`config.mk`:
```
export PLATFORM = sky130hd
export DESIGN_NAME = xosera_bus_master_flat
export DESIGN_NICKNAME = d
export VERILOG_FILES = /design/src/rtl/xosera_bus_master_if.sv /design/src/rtl/xosera_bus_master.sv /design/src/flat_wrapper.sv
export SDC_FILE = /design/constraint.sdc
export NUM_CORES = 1
export LEC_CHECK = 0
export CORE_MARGIN = 10
export CORE_UTILIZATION = 40
export CTS_CLUSTER_SIZE = 20
export DETAILED_ROUTE_END_ITERATION = 12
export HOLD_SLACK_MARGIN = 0.05
export PLACE_DENSITY = 0.63
export SLEW_MARGIN = 20
export SYNTH_ARGS = -nofsm -noshare
export SYNTH_HDL_FRONTEND = slang
export SYNTH_SLANG_ARGS = --single-unit
```
`constraint.sdc`:
```
create_clock -name clk -period 5.8 [get_ports clk]
set_clock_uncertainty 0.05 [all_clocks]
set_input_delay 0.58 -clock clk [delete_from_list [all_inputs] [get_ports clk]]
set_output_delay 0.58 -clock clk [all_outputs]
set_load 0.02 [all_outputs]
```
`src/rtl/xosera_bus_master_if.sv`:
```
// Host request/response and Xosera register-bus signals for xosera_bus_master.
// Latency: none, this only bundles wires.
// Backpressure: req_valid_i/req_ready_o handshake; the bus side is timed by the master.
// Ports (signal names are from the bus master's point of view):
//   req_*  host request (valid/ready, rd_nwr, reg_num, 16-bit data)
//   rsp_*  completion pulse and 16-bit read data
//   bus_*  Xosera 8-bit register bus plus the interrupt input
//   intr_o host interrupt pulse
// Modports: master = bus master side, slave = host/Xosera side (bench).
interface xosera_bus_master_if;
    logic        req_valid_i;
    logic        req_ready_o;
    logic        req_rd_nwr_i;
    logic [3:0]  req_reg_num_i;
    logic [15:0] req_data_i;
    logic        rsp_valid_o;
    logic [15:0] rsp_data_o;
    logic        bus_cs_n_o;
    logic        bus_rd_nwr_o;
    logic [3:0]  bus_reg_num_o;
    logic        bus_bytesel_o;
    logic [7:0]  bus_data_o;
    logic [7:0]  bus_data_i;
    logic        bus_intr_i;
    logic        intr_o;

    modport master (
        input  req_valid_i, req_rd_nwr_i, req_reg_num_i, req_data_i,
        input  bus_data_i, bus_intr_i,
        output req_ready_o, rsp_valid_o, rsp_data_o,
        output bus_cs_n_o, bus_rd_nwr_o, bus_reg_num_o, bus_bytesel_o, bus_data_o,
        output intr_o
    );

    modport slave (
        output req_valid_i, req_rd_nwr_i, req_reg_num_i, req_data_i,
        output bus_data_i, bus_intr_i,
        input  req_ready_o, rsp_valid_o, rsp_data_o,
        input  bus_cs_n_o, bus_rd_nwr_o, bus_reg_num_o, bus_bytesel_o, bus_data_o,
        input  intr_o
    );
endinterface

```
`src/rtl/xosera_bus_master.sv`:
```
// Converts one 16-bit host register access into two timed Xosera byte cycles (high byte first).
// Latency: accept at edge 0, rsp_valid_o in cycle 2*(SETUP+STROBE+HOLD)+1, ready again one cycle later.
// Backpressure: req_ready_o is high only in IDLE; requests presented while busy wait for ready.
// Ports: clk, reset (synchronous, active high), bif (xosera_bus_master_if.master).
// Parameters: SETUP_CYC, STROBE_CYC, HOLD_CYC, each 1..15 cycles per byte phase.
// Optional feature macro XOSERA_BUS_MASTER_INTR_EN: when defined, bus_intr_i is
// synchronized (2 flops) and rising edges become one-cycle intr_o pulses; otherwise intr_o = 0.
module xosera_bus_master #(
    parameter int unsigned SETUP_CYC  = 1,
    parameter int unsigned STROBE_CYC = 3,
    parameter int unsigned HOLD_CYC   = 1
) (
    input  logic                clk,
    input  logic                reset,
    xosera_bus_master_if.master bif
);

    if (SETUP_CYC < 1 || SETUP_CYC > 15 ||
        STROBE_CYC < 1 || STROBE_CYC > 15 ||
        HOLD_CYC < 1 || HOLD_CYC > 15) begin : g_param_chk
        $error("xosera_bus_master: SETUP_CYC/STROBE_CYC/HOLD_CYC must be in 1..15");
    end

    // Counter reload values: a state lasting N cycles loads N-1 and leaves at 0.
    localparam logic [3:0] SETUP_LD  = 4'(SETUP_CYC - 1);
    localparam logic [3:0] STROBE_LD = 4'(STROBE_CYC - 1);
    localparam logic [3:0] HOLD_LD   = 4'(HOLD_CYC - 1);

    typedef enum logic [2:0] {
        ST_IDLE,
        ST_SETUP,
        ST_STROBE,
        ST_HOLD,
        ST_DONE
    } state_t;

    state_t      state_q, state_d;
    logic        phase_q, phase_d;       // 0 = high byte, 1 = low byte
    logic [3:0]  cnt_q, cnt_d;
    logic        rd_nwr_q, rd_nwr_d;
    logic [3:0]  reg_num_q, reg_num_d;
    logic [15:0] wdata_q, wdata_d;
    logic [15:0] rbuf_q, rbuf_d;          // read bytes collected during the strobes

    // Registered outputs; their next values are derived from the next state so
    // every output reflects the current state with no combinational path.
    logic        ready_q, ready_d;
    logic        rsp_vld_q, rsp_vld_d;
    logic [15:0] rsp_dat_q, rsp_dat_d;
    logic        cs_n_q, cs_n_d;
    logic        bus_rd_nwr_q, bus_rd_nwr_d;
    logic [3:0]  bus_reg_q, bus_reg_d;
    logic        bytesel_q, bytesel_d;
    logic [7:0]  bus_dat_q, bus_dat_d;

    always_comb begin
        state_d   = state_q;
        phase_d   = phase_q;
        cnt_d     = cnt_q;
        rd_nwr_d  = rd_nwr_q;
        reg_num_d = reg_num_q;
        wdata_d   = wdata_q;
        rbuf_d    = rbuf_q;

        unique case (state_q)
            ST_IDLE: begin
                if (bif.req_valid_i && ready_q) begin
                    rd_nwr_d  = bif.req_rd_nwr_i;
                    reg_num_d = bif.req_reg_num_i;
                    wdata_d   = bif.req_data_i;
                    rbuf_d    = 16'h0000;
                    phase_d   = 1'b0;
                    cnt_d     = SETUP_LD;
                    state_d   = ST_SETUP;
                end
            end
            ST_SETUP: begin
                if (cnt_q == 4'd0) begin
                    cnt_d   = STROBE_LD;
                    state_d = ST_STROBE;
                end else begin
                    cnt_d = cnt_q - 4'd1;
                end
            end
            ST_STROBE: begin
                if (cnt_q == 4'd0) begin
                    // Last strobe cycle: Xosera read data is settled here.
                    if (rd_nwr_q) begin
                        if (phase_q) rbuf_d[7:0]  = bif.bus_data_i;
                        else         rbuf_d[15:8] = bif.bus_data_i;
                    end
                    cnt_d   = HOLD_LD;
                    state_d = ST_HOLD;
                end else begin
                    cnt_d = cnt_q - 4'd1;
                end
            end
            ST_HOLD: begin
                if (cnt_q == 4'd0) begin
                    if (!phase_q) begin
                        phase_d = 1'b1;
                        cnt_d   = SETUP_LD;
                        state_d = ST_SETUP;
                    end else begin
                        state_d = ST_DONE;
                    end
                end else begin
                    cnt_d = cnt_q - 4'd1;
                end
            end
            ST_DONE: begin
                state_d = ST_IDLE;
            end
            default: begin
                state_d = ST_IDLE;
            end
        endcase

        ready_d   = (state_d == ST_IDLE);
        rsp_vld_d = (state_d == ST_DONE);
        rsp_dat_d = rsp_dat_q;
        if (state_d == ST_DONE) begin
            rsp_dat_d = rd_nwr_d ? rbuf_d : 16'h0000;
        end

        // Bus is parked whenever no byte cycle is in progress.
        cs_n_d       = 1'b1;
        bus_rd_nwr_d = 1'b1;
        bus_reg_d    = 4'd0;
        bytesel_d    = 1'b0;
        bus_dat_d    = 8'h00;
        if (state_d == ST_SETUP || state_d == ST_STROBE || state_d == ST_HOLD) begin
            cs_n_d       = (state_d != ST_STROBE);
            bus_rd_nwr_d = rd_nwr_d;
            bus_reg_d    = reg_num_d;
            bytesel_d    = phase_d;
            if (!rd_nwr_d) begin
                bus_dat_d = phase_d ? wdata_d[7:0] : wdata_d[15:8];
            end
        end
    end

    always_ff @(posedge clk) begin
        if (reset) begin
            state_q      <= ST_IDLE;
            phase_q      <= 1'b0;
            cnt_q        <= 4'd0;
            rd_nwr_q     <= 1'b1;
            reg_num_q    <= 4'd0;
            wdata_q      <= 16'h0000;
            rbuf_q       <= 16'h0000;
            ready_q      <= 1'b1;
            rsp_vld_q    <= 1'b0;
            rsp_dat_q    <= 16'h0000;
            cs_n_q       <= 1'b1;
            bus_rd_nwr_q <= 1'b1;
            bus_reg_q    <= 4'd0;
            bytesel_q    <= 1'b0;
            bus_dat_q    <= 8'h00;
        end else begin
            state_q      <= state_d;
            phase_q      <= phase_d;
            cnt_q        <= cnt_d;
            rd_nwr_q     <= rd_nwr_d;
            reg_num_q    <= reg_num_d;
            wdata_q      <= wdata_d;
            rbuf_q       <= rbuf_d;
            ready_q      <= ready_d;
            rsp_vld_q    <= rsp_vld_d;
            rsp_dat_q    <= rsp_dat_d;
            cs_n_q       <= cs_n_d;
            bus_rd_nwr_q <= bus_rd_nwr_d;
            bus_reg_q    <= bus_reg_d;
            bytesel_q    <= bytesel_d;
            bus_dat_q    <= bus_dat_d;
        end
    end

    assign bif.req_ready_o   = ready_q;
    assign bif.rsp_valid_o   = rsp_vld_q;
    assign bif.rsp_data_o    = rsp_dat_q;
    assign bif.bus_cs_n_o    = cs_n_q;
    assign bif.bus_rd_nwr_o  = bus_rd_nwr_q;
    assign bif.bus_reg_num_o = bus_reg_q;
    assign bif.bus_bytesel_o = bytesel_q;
    assign bif.bus_data_o    = bus_dat_q;

`ifdef XOSERA_BUS_MASTER_INTR_EN
    // bus_intr_i may come from another clock domain: two synchronizer flops,
    // then a rising-edge detect so a held level yields a single pulse.
    logic intr_s1_q, intr_s2_q, intr_prev_q, intr_q;

    always_ff @(posedge clk) begin
        if (reset) begin
            intr_s1_q   <= 1'b0;
            intr_s2_q   <= 1'b0;
            intr_prev_q <= 1'b0;
            intr_q      <= 1'b0;
        end else begin
            intr_s1_q   <= bif.bus_intr_i;
            intr_s2_q   <= intr_s1_q;
            intr_prev_q <= intr_s2_q;
            intr_q      <= intr_s2_q & ~intr_prev_q;
        end
    end

    assign bif.intr_o = intr_q;
`else
    logic unused_intr;
    assign unused_intr = bif.bus_intr_i;
    assign bif.intr_o  = 1'b0;
`endif

endmodule

```
`src/flat_wrapper.sv`:
```
// flat-port wrapper written by rule: the top's interface ports become plain ports
module xosera_bus_master_flat 
#(
    parameter int unsigned SETUP_CYC  = 1,
    parameter int unsigned STROBE_CYC = 3,
    parameter int unsigned HOLD_CYC   = 1
)
  (clk, reset, bif_req_valid_i, bif_req_rd_nwr_i, bif_req_reg_num_i, bif_req_data_i, bif_bus_data_i, bif_bus_intr_i, bif_req_ready_o, bif_rsp_valid_o, bif_rsp_data_o, bif_bus_cs_n_o, bif_bus_rd_nwr_o, bif_bus_reg_num_o, bif_bus_bytesel_o, bif_bus_data_o, bif_intr_o);
  xosera_bus_master_if bif_i ();
  input  logic clk;
  input  logic reset;
  input wire logic [$bits(bif_i.req_valid_i)-1:0] bif_req_valid_i;
  input wire logic [$bits(bif_i.req_rd_nwr_i)-1:0] bif_req_rd_nwr_i;
  input wire logic [$bits(bif_i.req_reg_num_i)-1:0] bif_req_reg_num_i;
  input wire logic [$bits(bif_i.req_data_i)-1:0] bif_req_data_i;
  input wire logic [$bits(bif_i.bus_data_i)-1:0] bif_bus_data_i;
  input wire logic [$bits(bif_i.bus_intr_i)-1:0] bif_bus_intr_i;
  output wire logic [$bits(bif_i.req_ready_o)-1:0] bif_req_ready_o;
  output wire logic [$bits(bif_i.rsp_valid_o)-1:0] bif_rsp_valid_o;
  output wire logic [$bits(bif_i.rsp_data_o)-1:0] bif_rsp_data_o;
  output wire logic [$bits(bif_i.bus_cs_n_o)-1:0] bif_bus_cs_n_o;
  output wire logic [$bits(bif_i.bus_rd_nwr_o)-1:0] bif_bus_rd_nwr_o;
  output wire logic [$bits(bif_i.bus_reg_num_o)-1:0] bif_bus_reg_num_o;
  output wire logic [$bits(bif_i.bus_bytesel_o)-1:0] bif_bus_bytesel_o;
  output wire logic [$bits(bif_i.bus_data_o)-1:0] bif_bus_data_o;
  output wire logic [$bits(bif_i.intr_o)-1:0] bif_intr_o;
  assign bif_i.req_valid_i = bif_req_valid_i;
  assign bif_i.req_rd_nwr_i = bif_req_rd_nwr_i;
  assign bif_i.req_reg_num_i = bif_req_reg_num_i;
  assign bif_i.req_data_i = bif_req_data_i;
  assign bif_i.bus_data_i = bif_bus_data_i;
  assign bif_i.bus_intr_i = bif_bus_intr_i;
  assign bif_req_ready_o = bif_i.req_ready_o;
  assign bif_rsp_valid_o = bif_i.rsp_valid_o;
  assign bif_rsp_data_o = bif_i.rsp_data_o;
  assign bif_bus_cs_n_o = bif_i.bus_cs_n_o;
  assign bif_bus_rd_nwr_o = bif_i.bus_rd_nwr_o;
  assign bif_bus_reg_num_o = bif_i.bus_reg_num_o;
  assign bif_bus_bytesel_o = bif_i.bus_bytesel_o;
  assign bif_bus_data_o = bif_i.bus_data_o;
  assign bif_intr_o = bif_i.intr_o;
  xosera_bus_master #(.SETUP_CYC(SETUP_CYC), .STROBE_CYC(STROBE_CYC), .HOLD_CYC(HOLD_CYC)) u_core (.clk(clk), .reset(reset), .bif(bif_i));
endmodule
```
==> results.sh, run 1 <==
export IMPL_setup_viol=0
export IMPL_grt_max_degree=52
export IMPL_cts_tree="done"
export IMPL_cts_max_level=3
export IMPL_path_buf_inv=1
export IMPL_fill_cells=717
export IMPL_drt_iter0_markers=142
export IMPL_dpl_hpwl_um=4840
export IMPL_netlist_area_um2=3010
export IMPL_drive_above_1_share_pct=9.70
export IMPL_cts_hold_buf=0
export IMPL_synth_net_count=347
export IMPL_die_width_um=107
export IMPL_insertion_delay_ps=340
export IMPL_vias=2404
export IMPL_cp_startpoint="bif_req_valid_i"
export IMPL_finalCritPeriodShare_pct=46.1
export IMPL_pwr_share_seq_pct=43.3
export IMPL_final_hold_violation_count=0
export IMPL_combinationalPowerShare_pct=28.0
export IMPL_clock_path_buffers=2
export IMPL_postCtsSetupBuffers=0
export IMPL_worstPathArrival_ps=2860
export IMPL_path_depth=5
export IMPL_synth_seq_area_share_pct=51.9
export IMPL_slowest_delay_ps=600
export IMPL_crit_end="u_core.bif.bus_data_o[7]"
export IMPL_clk_transition_reported_paths_ps=80
export IMPL_ys_types=40
export IMPL_final_cells=470
export IMPL_grt_util_all_layers_pct=12.4
export IMPL_ys_warn_count=0
export IMPL_synthCells=314
export IMPL_tightest_slew_ps=998
export IMPL_slew_headroom_pct=33.5
export IMPL_startpoint_type="input port"
export IMPL_finalWeightedCongestion=0.747
export IMPL_swShare_pct=32.5
export IMPL_root_buffer="clkbuf_8"
export IMPL_viasPerCell=5.11
export IMPL_max_cap_violations=0
export IMPL_fin_crit_ps=2670
export IMPL_clockPowerShare_pct=28.8
export IMPL_layout_commonest_cell="dfxtp_1"
export IMPL_end_kind="flop"
export IMPL_grt_ovfl_total=0
export IMPL_hp_class="reg -> reg"
export IMPL_crit_type="in -> reg"
export IMPL_intPower_uw=1030
export IMPL_rsz0062_at_grt="no"
export IMPL_port_buffers=64
export IMPL_core_area_um2=7290
export IMPL_final_cell_area_um2=3890
export IMPL_worst_ep_required_time_ps=5990
export IMPL_io_pins=67
export IMPL_cts_buffers=9
export IMPL_antenna_found_initial=0
export IMPL_power_switching_uw=495
export IMPL_ys_flop_type="dfxtp_1"
export IMPL_rows=31
export IMPL_async_flop_share_pct=0
export IMPL_cts_sinks=78
export IMPL_ir_worst_vdd_v=0.000206
export IMPL_finalMaxSlewViolations=0
export IMPL_final_util_pct=53.4
export IMPL_synth_edf_count=0
export IMPL_areaGrowthSynthToFinish_pct=29.3
export IMPL_reg2reg_setup_slack_ps=3220
export IMPL_grt_pass1_wl_um=11700
export IMPL_cp_max_fo=12
export IMPL_ant_nets=0
export IMPL_post_cts_resize_count=0
export IMPL_rr_endpoint="u_core.bif.bus_data_o[7]"
export IMPL_powerDensity_nw_per_um2=392
export IMPL_place_inst=454
export IMPL_cp_cell_sequence="clkdlybuf4s50_1 -> nand4bb_1 -> o21ai_0 -> nand3b_1 -> a211oi_1"
export IMPL_die_area_um2=11400
export IMPL_critPathTopFamily="compound AO/OA/AOI/OAI gates"
export IMPL_start_util_pct=41.3
export IMPL_drc=0
export IMPL_synth_avg_cell_area_um2=9.58
export IMPL_wl_per_cell_um=14.8
export IMPL_num_antenna_cells=0
export IMPL_reg2reg_depth=4
export IMPL_leakagePower_uw=0.00130
export IMPL_crit_path_top_delay_cell="o21ai_0"
export IMPL_fmax_ghz=0.374
export IMPL_r2r_start="u_core.state_q[2]"
export IMPL_die_h_um=107
export IMPL_post_dp_cell_area_um2=3660
export IMPL_setup_tns_ps=0
export IMPL_status="finished clean"
export IMPL_final_cell_mix="78 x dfxtp_1, 63 x clkdlybuf4s50_1, 37 x nand2_1"
export IMPL_nNetsFinal=399
export IMPL_postRouteWirelength_um=6970
export IMPL_first_global_vias=2414
export IMPL_synth_seq_cells=78
export IMPL_dr_pass1_iters=4
[synth_stat cells (2+ instances only)]
cell type	number	share of area, %
mux2i_1	13	4.3
buf_6	3	1.1
nor2b_1	2	0.42
nand3b_1	3	0.75
or2_2	3	0.62
nand2_1	37	4.6
a211oi_1	9	2.2
a21oi_1	29	4.8
buf_2	5	0.83
a22oi_2	8	3.3
nor2_1	23	2.9
o21ai_0	27	4.5
a22oi_1	8	2.0
clkbuf_1	15	1.9
a22o_1	8	2.3
nor4_4	4	2.8
a31oi_1	2	0.42
nor3_1	15	2.5
a211o_1	2	0.58
dfxtp_1	78	52
[power by group through the flow]
stage / registers (uW) / logic [uW] / clock network, uW
after floorplan: 667 / 304 / 0
after global placement: 669 / 422 / 0
after detailed placement: 670 / 428 / 0
after CTS: 658 / 430 / 451
after global routing: 670 / 477 / 472
final: 659 / 426 / 438
[flip-flops by register name, indices dropped and copies added (netlist names)]
register                  count
u_core.reg_num_q              4
u_core.phase_q                1
u_core.bif.rsp_data_o        16
u_core.bif.bus_bytesel_o      1
u_core.wdata_q               16
u_core.rbuf_q                16
u_core.cnt_q                  4
u_core.bif.rsp_valid_o        1
u_core.bif.bus_cs_n_o         1
u_core.bif.bus_rd_nwr_o       1
u_core.state_q                3
u_core.rd_nwr_q               1
u_core.bif.bus_data_o         8
u_core.bif.req_ready_o        1
u_core.bif.bus_reg_num_o      4
[how the worst min path moves through the flow]
| stage | start | end | slack (ps) | cells past startpoint |
|---|---|---|---|---|
| final | u_core.rbuf_q[11] | u_core.bif.rsp_data_o[11] | 410 | 1 |
| after global routing | u_core.rbuf_q[11] | u_core.bif.rsp_data_o[11] | 430 | 1 |
| after CTS | u_core.rbuf_q[11] | u_core.bif.rsp_data_o[11] | 410 | 1 |
| after detailed placement | u_core.rbuf_q[11] | u_core.bif.rsp_data_o[11] | 400 | 1 |
| after global placement | u_core.rbuf_q[13] | u_core.bif.rsp_data_o[13] | 400 | 1 |
| after floorplan | u_core.rbuf_q[10] | u_core.bif.rsp_data_o[10] | 390 | 1 |
[routing by layer]
metal | global-route usage (%) | vias to the layer above | share of wire, %
li1 | - | 1216 | -
met1 | 15.4 | 1121 | 47
met2 | 19.0 | 55 | 45
met3 | 4.37 | 12 | 6.9
met4 | 5.51 | 0 | 1.7
met5 | 0 | - | 0
[cell type report]
cell class / count / area [um^2] / share of cell area (%)
inverter: 1 / 3.75 / 0.0965
clock inverter: 3 / 67.6 / 1.74
timing repair buffer: 65 / 643 / 16.5
clock buffer: 13 / 149 / 3.83
multi-input combinational: 211 / 1340 / 34.5
tap: 99 / 124 / 3.18
sequential: 78 / 1560 / 40.1
[per-stage QoR]
stage	hold slack (ps)	power [uW]	setup WS, ps
after global routing	426	1620	2930
after CTS	415	1540	3160
after detailed placement	397	1100	2810
after floorplan	386	970	3880
final	413	1520	3130
after global placement	395	1090	2880
[cell families (layout without fill, tap and decap cells)]
family | after synthesis | count (layout) | share of synthesized area [%]
AOI/OAI and AO/OA | 99 | 99 | 22.0
xor gates and xnor gates | 1 | 1 | 0.291
buffers and inverters | 25 | 82 | 4.20
DFF | 78 | 78 | 51.9
muxes | 13 | 13 | 4.32
other | 1 | 1 | 0.125
and+or+nand+nor | 97 | 97 | 17.2
No activity file was read; power rests on OpenSTA's default activity.
==> run 2, diff against run 1 <==
==> constraint.sdc (replaced) <==
create_clock -name clk -period 2.76 [get_ports clk]
set_clock_uncertainty 0.05 [all_clocks]
set_input_delay 0.276 -clock clk [delete_from_list [all_inputs] [get_ports clk]]
set_output_delay 0.276 -clock clk [all_outputs]
set_load 0.02 [all_outputs]
==> run 2 against run 1 <==
Compared with the run above:
- sequential power grew 110%
- setup slack worse by 2700 ps
- sequential share of layout area down 0.62 points
- power up 110%
- global-route usage is 0.54 points higher
- utilization is 0.84 points higher
- count of clock-buffer cells in the layout down 3
- via count rose by 1.2%
- critical path depth decreased by 1
- largest cell class unchanged
- highest routed layer unchanged
==> results.sh, run 2 (synthesis gave the netlist of run 1 again) <==
export IMPL_insertion_delay_ps=340
export IMPL_die_area_um2=11400
export IMPL_clock_path_buffers=2
export IMPL_finalCritPeriodShare_pct=85.4
export IMPL_cts_hold_buf=0
export IMPL_cts_tree="done"
export IMPL_grt_pass1_wl_um=12000
export IMPL_hp_class="in -> reg"
export IMPL_fmax_ghz=0.424
export IMPL_first_global_vias=2403
export IMPL_grt_max_degree=47
export IMPL_port_buffers=64
export IMPL_rr_endpoint="u_core.bif.bus_data_o[6]"
export IMPL_dp_slack_ps=251
export IMPL_status="finished clean"
export IMPL_ant_nets=0
export IMPL_reg2reg_setup_slack_ps=400
export IMPL_post_cts_resize_count=0
export IMPL_cp_startpoint="u_core.state_q[0]"
export IMPL_final_hold_violation_count=0
export IMPL_postCtsSetupBuffers=0
export IMPL_viasPerCell=5.09
export IMPL_grt_ovfl_total=0
export IMPL_layout_commonest_cell="dfxtp_1"
export IMPL_io_pins=67
export IMPL_fin_ws_ps=402
export IMPL_leakagePower_uw=0.00135
export IMPL_reg2reg_depth=4
export IMPL_power_uw=3260
export IMPL_root_buffer="clkbuf_8"
export IMPL_holdWs_ps=151
export IMPL_cts_buffers=9
export IMPL_worstPathArrival_ps=2560
export IMPL_drive_above_1_share_pct=12.4
export IMPL_num_antenna_cells=0
export IMPL_areaGrowthSynthToFinish_pct=31.4
export IMPL_die_width_um=107
export IMPL_antenna_found_initial=0
export IMPL_startpoint_type="flop"
export IMPL_r2r_start="u_core.state_q[0]"
export IMPL_tightest_slew_ps=688
export IMPL_drc=0
export IMPL_powerDensity_nw_per_um2=826
export IMPL_nNetsFinal=407
export IMPL_rsz0062_at_grt="no"
export IMPL_place_inst=462
export IMPL_vias=2433
export IMPL_setup_tns_ps=0
export IMPL_dpl_hpwl_um=5100
export IMPL_crit_end="u_core.bif.bus_data_o[6]"
export IMPL_cts_sinks=78
export IMPL_clk_transition_reported_paths_ps=80
export IMPL_cts_max_level=3
export IMPL_drt_iter0_markers=129
export IMPL_finalMaxSlewViolations=0
export IMPL_setup_viol=0
export IMPL_postRouteWirelength_um=7240
export IMPL_final_cell_mix="78 x dfxtp_1, 63 x clkdlybuf4s50_1, 37 x nand2_1"
export IMPL_ir_worst_vdd_v=0.000446
export IMPL_core_area_um2=7290
export IMPL_finalWeightedCongestion=0.771
export IMPL_die_h_um=107
export IMPL_crit_type="reg -> reg"
export IMPL_wl_per_cell_um=15.2
export IMPL_worst_ep_required_time_ps=2970
export IMPL_dr_pass1_iters=4
export IMPL_max_cap_violations=0
export IMPL_rows=31
export IMPL_fin_crit_ps=2360
export IMPL_cp_max_fo=13
export IMPL_end_kind="flop"
export IMPL_start_util_pct=41.3
export IMPL_slew_headroom_pct=53.9
export IMPL_final_cells=478
export IMPL_grt_util_all_layers_pct=13.0
export IMPL_worstHoldStart="reset"
## run 2: cell types whose count changed in the layout (fill, tap and decap cells not counted)
cell,previous run,this run
clkbuf_1,3,0
clkinvlp_4,1,0
buf_4,1,9
clkinv_2,0,1
a41oi_2,0,1
a41oi_4,1,0
clkinv_4,0,1
inv_6,0,2
## run 2: worst min path at each step
stage | end | slack [ps] | depth (start not counted)
2_1_floorplan | u_core.wdata_q[0] | 360 | 2
3_3_place_gp | u_core.bif.rsp_data_o[8] | 400 | 1
3_5_place_dp | u_core.bif.rsp_data_o[13] | 400 | 1
4_1_cts | u_core.rbuf_q[10] | 150 | 2
5_1_grt | u_core.rbuf_q[10] | 150 | 2
6_report | u_core.rbuf_q[10] | 150 | 2
## run 2: final cells by class
| type | count | area (um^2) |
|---|---|---|
| multi-input cells | 211 | 1330 |
| well taps | 99 | 124 |
| repair buffers | 73 | 703 |
| clock buffers | 10 | 138 |
| flip-flops and latches | 78 | 1560 |
| clock inverters | 6 | 91.3 |
| inverters | 1 | 3.75 |
| fillers | 719 | 3340 |
## run 2: worst max-delay path: stages, from the launching register on
cell       delay [ps]
dfxtp_1           480
nand4bb_1         490
o21ai_0           520
nand3b_1          420
a211oi_1          300
## run 2: where the power goes
| group | internal (uW) | leakage, uW | switching, uW |
|---|---|---|---|
| logic | 374 | 0.000603 | 545 |
| clock network | 540 | 0.000117 | 420 |
| registers | 1270 | 0.000633 | 111 |
| total | 2190 | 0.00135 | 1080 |
## run 2: metrics by stage
step                area, um^2  utilization, %
floorplan                 3010               -
global placement          3720            51.1
detailed placement        3720            51.1
CTS                       3950            54.2
global route              3950            54.2
finish                    3950            54.2
## run 2: metal layers
metal  vias to the layer above  global-route usage (%)  part of all wire, %
met4                         0                    5.51                  1.2
met2                        51                    19.5                   45
met3                         7                    4.85                  7.3
met1                      1135                    16.2                   46
li1                       1240                       -                    -
met5                         -                       0                    0
